==> src/rtl/muldiv_unit_pkg.sv <==
// rtl/muldiv_unit_pkg.sv - shared op and FSM state encodings for the mult/div engine
package muldiv_unit_pkg;

  typedef enum logic [1:0] {
    OP_MULT = 2'b00,
    OP_DIV  = 2'b01,
    OP_MTHI = 2'b10,
    OP_MTLO = 2'b11
  } op_e;

  typedef enum logic [1:0] {
    IDLE = 2'b00,
    RUN  = 2'b01,
    FIX  = 2'b10
  } state_e;

endpackage

==> src/rtl/muldiv_unit_if.sv <==
// rtl/muldiv_unit_if.sv - request/result bundle between decode and the mult/div engine
interface muldiv_unit_if #(
  parameter int WIDTH = 32
);
  import muldiv_unit_pkg::*;

  logic             start;
  op_e              op;
  logic             unsig;
  logic [WIDTH-1:0] a;
  logic [WIDTH-1:0] b;
  logic [WIDTH-1:0] hi;
  logic [WIDTH-1:0] lo;
  logic             busy;
  logic             done;
  logic             divzero;

  modport master (
    output start, op, unsig, a, b,
    input  hi, lo, busy, done, divzero
  );

  modport slave (
    input  start, op, unsig, a, b,
    output hi, lo, busy, done, divzero
  );

endinterface

==> src/rtl/muldiv_sign.sv <==
// rtl/muldiv_sign.sv - conditional two's-complement negate
module muldiv_sign #(
  parameter int WIDTH = 32
) (
  input  logic             neg,
  input  logic [WIDTH-1:0] din,
  output logic [WIDTH-1:0] dout
);

  assign dout = neg ? -din : din;

endmodule

==> src/rtl/muldiv_unit.sv <==
// rtl/muldiv_unit.sv - iterative shift-add multiplier / restoring divider with HI/LO
module muldiv_unit
  import muldiv_unit_pkg::*;
#(
  parameter int WIDTH = 32
) (
  input  logic         clock,
  input  logic         reset,
  muldiv_unit_if.slave bus
);

  localparam int            CW   = $clog2(WIDTH);
  localparam logic [CW-1:0] LAST = CW'(WIDTH - 1);

  state_e             state;
  logic [CW-1:0]      cnt;
  logic [2*WIDTH-1:0] acc;
  logic [WIDTH-1:0]   ma_q;
  logic [WIDTH-1:0]   mb_q;
  logic [WIDTH-1:0]   a_q;
  logic [WIDTH-1:0]   hi_q;
  logic [WIDTH-1:0]   lo_q;
  logic               is_mult;
  logic               neg_q;
  logic               neg_r;
  logic               dz_q;
  logic               busy_q;
  logic               done_q;
  logic               divzero_q;

  logic               sa;
  logic               sb;
  logic [WIDTH-1:0]   abs_a;
  logic [WIDTH-1:0]   abs_b;
  logic               accept;

  assign sa = ~bus.unsig & bus.a[WIDTH-1];
  assign sb = ~bus.unsig & bus.b[WIDTH-1];

  // Magnitudes are treated as unsigned, so 0x80000000 stays representable.
  muldiv_sign #(.WIDTH(WIDTH)) u_abs_a (.neg(sa), .din(bus.a), .dout(abs_a));
  muldiv_sign #(.WIDTH(WIDTH)) u_abs_b (.neg(sb), .din(bus.b), .dout(abs_b));

  // FIX accepts a new request so back-to-back ops cost no idle cycle.
  assign accept = bus.start && (state == IDLE || state == FIX);

  logic [WIDTH:0]     msum;
  logic [2*WIDTH-1:0] mul_next;
  logic [WIDTH:0]     rem_sh;
  logic [WIDTH:0]     dsub;
  logic               ge;
  logic [2*WIDTH-1:0] div_next;

  assign msum     = {1'b0, acc[2*WIDTH-1:WIDTH]} + {1'b0, (acc[0] ? ma_q : {WIDTH{1'b0}})};
  assign mul_next = {msum, acc[WIDTH-1:1]};

  // Remainder in the upper half, dividend shifts out of / quotient shifts into the lower half.
  assign rem_sh   = {acc[2*WIDTH-1:WIDTH], acc[WIDTH-1]};
  assign dsub     = rem_sh - {1'b0, mb_q};
  assign ge       = ~dsub[WIDTH];
  assign div_next = {(ge ? dsub[WIDTH-1:0] : rem_sh[WIDTH-1:0]), acc[WIDTH-2:0], ge};

  logic [2*WIDTH-1:0] prod;
  logic [WIDTH-1:0]   quo;
  logic [WIDTH-1:0]   rem;
  logic [WIDTH-1:0]   res_hi;
  logic [WIDTH-1:0]   res_lo;

  muldiv_sign #(.WIDTH(2*WIDTH)) u_fix_prod (.neg(neg_q), .din(acc), .dout(prod));
  muldiv_sign #(.WIDTH(WIDTH)) u_fix_quo (.neg(neg_q), .din(acc[WIDTH-1:0]), .dout(quo));
  muldiv_sign #(.WIDTH(WIDTH)) u_fix_rem (.neg(neg_r), .din(acc[2*WIDTH-1:WIDTH]), .dout(rem));

  assign res_hi = is_mult ? prod[2*WIDTH-1:WIDTH] : (dz_q ? a_q : rem);
  assign res_lo = is_mult ? prod[WIDTH-1:0] : (dz_q ? {WIDTH{1'b1}} : quo);

  always_ff @(posedge clock) begin
    if (reset) begin
      state     <= IDLE;
      cnt       <= '0;
      acc       <= '0;
      ma_q      <= '0;
      mb_q      <= '0;
      a_q       <= '0;
      hi_q      <= '0;
      lo_q      <= '0;
      is_mult   <= 1'b0;
      neg_q     <= 1'b0;
      neg_r     <= 1'b0;
      dz_q      <= 1'b0;
      busy_q    <= 1'b0;
      done_q    <= 1'b0;
      divzero_q <= 1'b0;
    end else begin
      done_q <= 1'b0;
      case (state)
        RUN: begin
          acc <= is_mult ? mul_next : div_next;
          cnt <= cnt + 1'b1;
          if (cnt == LAST) begin
            state <= FIX;
          end
        end
        FIX: begin
          hi_q      <= res_hi;
          lo_q      <= res_lo;
          done_q    <= 1'b1;
          divzero_q <= dz_q;
          busy_q    <= 1'b0;
          state     <= IDLE;
        end
        default: ;
      endcase

      if (accept) begin
        case (bus.op)
          OP_MULT, OP_DIV: begin
            is_mult <= (bus.op == OP_MULT);
            ma_q    <= abs_a;
            mb_q    <= abs_b;
            a_q     <= bus.a;
            neg_q   <= sa ^ sb;
            neg_r   <= sa & (bus.op == OP_DIV);
            dz_q    <= (bus.op == OP_DIV) && (bus.b == '0);
            acc     <= (bus.op == OP_MULT) ? {{WIDTH{1'b0}}, abs_b} : {{WIDTH{1'b0}}, abs_a};
            cnt     <= '0;
            busy_q  <= 1'b1;
            state   <= RUN;
          end
          OP_MTHI: hi_q <= bus.a;
          OP_MTLO: lo_q <= bus.a;
        endcase
      end
    end
  end

  assign bus.hi      = hi_q;
  assign bus.lo      = lo_q;
  assign bus.busy    = busy_q;
  assign bus.done    = done_q;
  assign bus.divzero = divzero_q;

endmodule
==> src/flat_wrapper.sv <==
// flat-port wrapper written by rule: the top's interface ports become plain ports
module muldiv_unit_flat import muldiv_unit_pkg::*;
#(
  parameter int WIDTH = 32
)
  (clock, reset, bus_start, bus_op, bus_unsig, bus_a, bus_b, bus_hi, bus_lo, bus_busy, bus_done, bus_divzero);
  muldiv_unit_if #(.WIDTH(WIDTH)) bus_i ();
  input  logic clock;
  input  logic reset;
  input wire logic [$bits(bus_i.start)-1:0] bus_start;
  input wire logic [$bits(bus_i.op)-1:0] bus_op;
  input wire logic [$bits(bus_i.unsig)-1:0] bus_unsig;
  input wire logic [$bits(bus_i.a)-1:0] bus_a;
  input wire logic [$bits(bus_i.b)-1:0] bus_b;
  output wire logic [$bits(bus_i.hi)-1:0] bus_hi;
  output wire logic [$bits(bus_i.lo)-1:0] bus_lo;
  output wire logic [$bits(bus_i.busy)-1:0] bus_busy;
  output wire logic [$bits(bus_i.done)-1:0] bus_done;
  output wire logic [$bits(bus_i.divzero)-1:0] bus_divzero;
  assign bus_i.start = bus_start;
  assign bus_i.op = bus_op;
  assign bus_i.unsig = bus_unsig;
  assign bus_i.a = bus_a;
  assign bus_i.b = bus_b;
  assign bus_hi = bus_i.hi;
  assign bus_lo = bus_i.lo;
  assign bus_busy = bus_i.busy;
  assign bus_done = bus_i.done;
  assign bus_divzero = bus_i.divzero;
  muldiv_unit #(.WIDTH(WIDTH)) u_core (.clock(clock), .reset(reset), .bus(bus_i));
endmodule
==> config.mk <==
export PLATFORM = sky130hd
export DESIGN_NAME = muldiv_unit_flat
export DESIGN_NICKNAME = d
export VERILOG_FILES = /design/src/rtl/muldiv_unit_pkg.sv /design/src/rtl/muldiv_unit_if.sv /design/src/rtl/muldiv_sign.sv /design/src/rtl/muldiv_unit.sv /design/src/flat_wrapper.sv
export SDC_FILE = /design/constraint.sdc
export NUM_CORES = 1
export LEC_CHECK = 0
export CAP_MARGIN = 20
export CORE_MARGIN = 1
export CORE_UTILIZATION = 55
export CTS_CLUSTER_SIZE = 28
export DETAILED_ROUTE_END_ITERATION = 12
export PLACE_DENSITY = 0.78
export SLEW_MARGIN = 20
export SYNTH_ARGS = -nofsm -noshare
export SYNTH_HDL_FRONTEND = slang
export SYNTH_HIERARCHICAL = 1
export SYNTH_SLANG_ARGS = --single-unit
==> constraint.sdc <==
create_clock -name clock -period 3.4 [get_ports clock]
set_input_delay 1.02 -clock clock [delete_from_list [all_inputs] [get_ports clock]]
set_output_delay 1.02 -clock clock [all_outputs]
set_load 0.1 [all_outputs]
# ---- Word level (Yosys, flattened, before mapping)
# Cells that the tools add are included.
dict set report classes {
  add_sub_neg 8
  n_eq_ne 6
  mux 33
  bitwise 6
  n_reduce_logical 8
}
# cell count
set ops {}
lappend ops {{$mux W32} 17}
lappend ops {{$mux W64} 5}
lappend ops {{$neg A32 Y32} 4}
lappend ops {{$neg A64 Y64} 1}
lappend ops {{$add A32 B32 Y33} 1}
lappend ops {{$sub A33 B32 Y33} 1}
lappend ops {{$logic_not A32 Y1} 1}
lappend ops {{$mux W5} 3}
lappend ops {{$eq A2 B2 Y1 const B} 3}
lappend ops {{$mux W2} 3}
lappend ops {{$add A5 B1 Y5 const B} 1}
lappend ops {{$eq A5 B5 Y1 const B} 1}
lappend ops {{$eq A2 B1 Y1 const B} 2}
lappend ops {{$logic_not A2 Y1} 2}
lappend ops {{$mux W1} 4}
lappend ops {{$pmux W2 S2} 1}
lappend ops {{$and A1 B1 Y1} 3}
lappend ops {{$logic_and A1 B1 Y1} 2}
lappend ops {{$not A1 Y1} 2}
lappend ops {{$reduce_and A2 Y1} 1}
lappend ops {{$reduce_or A2 Y1} 1}
lappend ops {{$logic_or A1 B1 Y1} 1}
lappend ops {{$xor A1 B1 Y1} 1}
dict set report word_totals {
  register_bits 238
  in_bits 70
  out_inout_bits 67
}

# ---- Depth between registers and ports, before layout
dict set report depth {
  depth_word 7
  depth_mapped 15
  depth_no_buf 14
}

# ---- Modules after synthesis
# Netlist, hierarchy kept.
# module instances cells_per_inst area_each_um2 seq_area_each_um2
set modules_own_cells {}
lappend modules_own_cells {muldiv_unit 1 1909 14876.8 4764.6}
lappend modules_own_cells {{muldiv_sign at u_core.u_abs_a ...} 4 108 767.0 0.0}
lappend modules_own_cells {{muldiv_sign at u_core.u_fix_prod} 1 198 1453.9 0.0}

# ---- Least setup slack after synthesis
# No wires, ideal clock.
dict set report synth_path {
  path_kind {reg-to-reg}
  start {register u_core.acc[0]}
  end {register u_core.acc[61]}
  setup_time_ps 119
  arrival_time_ps 3243
  setup_slack_ps 38
  path_stages_with_launch 15
  n_path_buf 1
  period_less_slack_ps 3362
  path_cell_list {dfxtp_1 > clkbuf_1 > and2_1 > ha_1 > fa_1 > a21oi_1 > o211a_1 > nor2_1 > o31ai_1 > o31ai_1 > a21o_1 > a221o_1 > a311o_1 > o211ai_1 > o21ai_1}
}
dict set report synth_via {
  elab_chain_cells 6
}
# item line
set synth_lines {}
lappend synth_lines {{from (decl)} muldiv_unit.sv:17} ;# logic [2*WIDTH-1:0] acc;
lappend synth_lines {{from (signal assigned)} muldiv_unit.sv:97} ;# acc <= is_mult ? mul_next : div_next;
lappend synth_lines {{from (signal assigned)} muldiv_unit.sv:124} ;# acc <= (bus.op == OP_MULT) ? {{WIDTH{1'b0}}, abs_b} : {{WIDTH{1'b0}}, abs_a};
lappend synth_lines {{$mux W32 (*)} muldiv_unit.sv:54} ;# assign msum = {1'b0, acc[2*WIDTH-1:WIDTH]} + {1'b0, (acc[0] ? ma_q : {WIDTH{1'b0}})};
lappend synth_lines {{$add A32 B32 Y33 (*)} muldiv_unit.sv:54}
lappend synth_lines {{$mux W64 (*)} muldiv_unit.sv:97}
lappend synth_lines {{$mux W64 (*)} muldiv_unit.sv:95} ;# case (state)
lappend synth_lines {{$mux W64} muldiv_unit.sv:115} ;# case (bus.op)
lappend synth_lines {{$mux W64 (*)} muldiv_unit.sv:114} ;# if (accept) begin
# Every way passes the cells marked *; elsewhere a longest branch is shown, timed or not.
# A chain may end at the register's enable or synchronous reset.

# ---- Worst setup path in the final report
dict set report layout_path {
  start {register u_core.acc[31]}
  end {register u_core.acc[35]}
}
dict set report layout_via {
  elab_chain_cells 6
}
# item line
set layout_lines {}
lappend layout_lines {{$sub A33 B32 Y33 (*)} muldiv_unit.sv:59} ;# assign dsub = rem_sh - {1'b0, mb_q};
lappend layout_lines {{$mux W32 (*)} muldiv_unit.sv:61} ;# assign div_next = {(ge ? dsub[WIDTH-1:0] : rem_sh[WIDTH-1:0]), acc[WIDTH-2:0], ge};
lappend layout_lines {{$mux W64 (*)} muldiv_unit.sv:97}
lappend layout_lines {{$mux W64 (*)} muldiv_unit.sv:95}
lappend layout_lines {{$mux W64} muldiv_unit.sv:115}
lappend layout_lines {{$mux W64 (*)} muldiv_unit.sv:114}
# Marks and branches as above.

==> flow_summary.ini <==
[run_status]
status = complete, no violations

[min_path]
hp-start = u_core/ma_q[2]
min-delay-path-class = register to register
hold_depth = 2
hold_end = u_core/ma_q[2]

[worst_setup_path]
cp_cell_sequence = inv_2 -> ha_4 -> inv_2 -> fa_2 -> a211oi_2 -> o21ai_2 -> o31ai_4 -> o221ai_2 -> a31o_2 -> a211o_4 -> xnor2_4 -> buf_12 -> buf_12 -> nor3_2 -> a211oi_1 -> a22o_1
crit_family = compound AO/OA/AOI/OAI gates
crit_arrival_ps = 3840
timing.rr.end = u_core/acc[35]
crit_path_top_delay_cell = a211o_4
reg2reg_depth = 16
end_kind = register
ff2ff_setup_slack_ps = 3
critPathMaxStageDelay_ps = 370
path_max_fanout = 12
crit_type = register to register
cp_num_buf_inv = 4
cp-start-kind = register
r2r-start = u_core/acc[31]
worstPathRequired_ps = 3840

[global_routing]
first_global_vias = 19400
grt_pass1_wl_um = 114000
antenna_found_initial = 2
grt_util_all_layers_pct = 41.1
grt_max_degree = 191
grt_overflow = 0

[drt]
drtPass1Iterations = 6
via_count = 21100
route.met2.wl_um = 32400
drt_iter0_markers = 2532
highest_layer = met5
wl_met3_um = 7530
detail_route.vias_per_cell = 6.40
wl_per_cell_um = 23.0
post-route-drc-count = 0
ant_nets = 0
finalWirelength_um = 75800
wl_met1_um = 32200

[power]
finalPower_mw = 11.0
ir_worst_vdd_uv = 490
p_seq_share_pct = 28.3
p_switching_mw = 4.25
power.share.combinational_pct = 42.8
pwr-share-clk_pct = 28.9
switching_share_pct = 38.6
intPower_mw = 6.75
p_per_area_nw_per_um2 = 458
leakage_nw = 9.13

[cells_and_area]
multi_input_area_sq_um = 13800
syn_to_final_growth_pct = 23.8
fin_area_sq_um = 24000
regArea_sq_um = 4780
utilization_pct = 69.3
drive_gt1_share_pct = 17.6
layout.nets = 2974
fillers = 2893

[synthesis]
synthesis.instances = 2539
syn-num-nets = 2685
ys_seq_elements = 238
synth_warnings = 6
ys_seq_area_share_pct = 24.6
syn-mean-instance-area_sq_um = 7.64
ys_async_sr_fraction_pct = 0
synth_area_sq_um = 19400
yosysUniqueCellTypes = 83
synth-edff-count = 0
ys.flop_type = dfxtp_1

[timing]
period_share_pct = 99.9
drv_slew = 0
finalHoldViolCount = 0
skew_ps = 27.0
max_slew_margin_pct = 37.8
setup_viol = 0
max_freq_mhz = 294
finalCriticalPeriod_ps = 3400
rsz0062_at_grt = yes
tns_ps = 0
worst_slew_pin_slew_ps = 929

[floorplan]
num_io_pins = 137
fp.dieH_um = 190
die-area_sq_um = 36000
initial_utilization_pct = 56.0
num_rows = 68
core-area_sq_um = 34600
die_x_um = 190

[clock_network]
root_buffer = clkbuf_16
cts_tree = built
cts_hold_buffers = 0
numCtsBuffers = 27
clkLatencyLatePin_ps = 580
cts_max_level = 1
clk_pin_slew_ps = 60
max-clock-path-buffers = 3
cts.sinks = 238

[placement]
gp_congestion = 1.01
io_buffer_count = 136
dp_hpwl_um = 57100
place_area_sq_um = 22800

[run]
drv_cap = 0
==> Yosys cell counts, drive strengths merged (33+ instances only) <==
library cell | n | share of area, %
mux2i | 171 | 8.8
a211oi | 142 | 5.5
nor2 | 207 | 4.0
ha | 74 | 4.8
and2 | 33 | 1.1
a21oi | 170 | 4.4
o41ai | 63 | 3.3
clkbuf | 141 | 2.7
o31ai | 63 | 2.5
or4 | 35 | 1.6
dfxtp | 238 | 25
inv | 70 | 1.4
nand2 | 384 | 7.4
o21ai | 152 | 3.9
xnor2 | 208 | 9.5
==> worst register-to-register path: stages (launching register included) <==
cell and delay [ps]:
dfxtp_2 330, inv_2 70, ha_4 140, inv_2 30
fa_2 340, a211oi_2 230, o21ai_2 110, o31ai_4 210
o221ai_2 150, a31o_2 270, a211o_4 370, xnor2_4 160
buf_12 170, buf_12 150, nor3_2 230, a211oi_1 70
a22o_1 230
==> sequential cells by signal, indices dropped and copies added, names as in the netlist <==
name,flops
u_core/bus.lo,32
u_core/cnt,5
u_core/neg_q,1
u_core/is_mult,1
u_core/dz_q,1
u_core/bus.done,1
u_core/state,2
u_core/bus.hi,32
u_core/ma_q,32
u_core/acc,64
u_core/mb_q,32
u_core/bus.busy,1
u_core/a_q,32
u_core/bus.divzero,1
u_core/neg_r,1
==> power by group through the flow <==
stage	registers (mW)	clock network, mW	logic (mW)
finish	3.11	3.18	4.72
detailed placement	3.16	0	4.32
global placement	3.15	0	4.25
global route	3.12	3.29	5.01
floorplan	3.50	0	2.44
CTS	3.10	3.19	4.36
==> timing repair <==
item                                    CTS  global route
setup buffers                             0             8
endpoints found under the setup margin    8            41
gates resized for setup                   4            37
gates cloned                              0             1
hold endpoints to repair                  0             0
pin swaps                                 3            13
==> cells in the final DEF, fill, tap and decap left out, types with 16 or more instances in the layout <==
cell type	synthesis	final
nand2_1	384	383
buf_4	7	346
dfxtp_1	238	233
xnor2_1	207	207
nor2_1	207	205
mux2i_1	171	169
a21oi_1	170	168
o21ai_0	146	144
a211oi_1	141	141
ha_1	74	71
inv_1	70	68
clkdlybuf4s50_1	0	67
o31ai_1	61	61
o41ai_1	52	52
and2_1	33	32
clkbuf_16	0	28
nor4_1	29	27
a21o_1	25	25
nand2b_1	23	23
xor2_1	23	23
or4_1	24	23
nand3_1	21	21
nand4_1	20	20
or3_1	20	20
a31oi_1	16	16
==> routing by layer <==
layer / up-vias / GRT usage, %
li1: 9793 / -
met1: 10000 / 56.6
met2: 1131 / 62.5
met3: 194 / 6.64
met4: 4 / 19.5
met5: - / 0
==> cells by family after synthesis <==
kind of cell | count (synthesis) | synth area share (%)
AND/OR/NAND/NOR | 855 | 20.6
AO/OA/AOI/OAI | 723 | 25.3
buffers and inverters | 244 | 5.15
flip-flops | 238 | 24.6
XOR/XNOR | 232 | 10.7
multiplexers | 171 | 8.82
adder cells (fa/ha/maj) | 76 | 4.98
==> area by class of cell <==
cell class	instances	area share, %
clock buffers	35	3.15
repair buffers	432	15.0
inverters	72	1.13
flip-flops and latches	238	19.9
diodes	1	0.0104
multi-input cells	2057	57.7
well taps	455	2.37
clock inverters	13	0.771
==> through the flow <==
| stage | std cells | setup slack, ps | hold slack [ps] |
|---|---|---|---|
| floorplan | 2539 | 37.8 | 432 |
| global placement | 3245 | -430 | 440 |
| detailed placement | 3245 | -436 | 445 |
| CTS | 3293 | -26.7 | 453 |
| global route | 3302 | -73.8 | 474 |
| finish | 3303 | 3.23 | 451 |
==> worst max path at each step <==
| stage | startpoint | endpoint | slack (ps) | cells past startpoint |
|---|---|---|---|---|
| after floorplan | u_core/acc[0] | u_core/acc[61] | 40 | 14 |
| after global placement | bus_a[14] | u_core/acc[30] | -430 | 7 |
| after detailed placement | bus_a[14] | u_core/acc[30] | -440 | 7 |
| after CTS | u_core/acc[0] | u_core/acc[61] | -30 | 14 |
| after global routing | u_core/acc[31] | u_core/acc[35] | -70 | 16 |
| final | u_core/acc[31] | u_core/acc[35] | 3 | 16 |
Power figures use the tool's default switching activity.
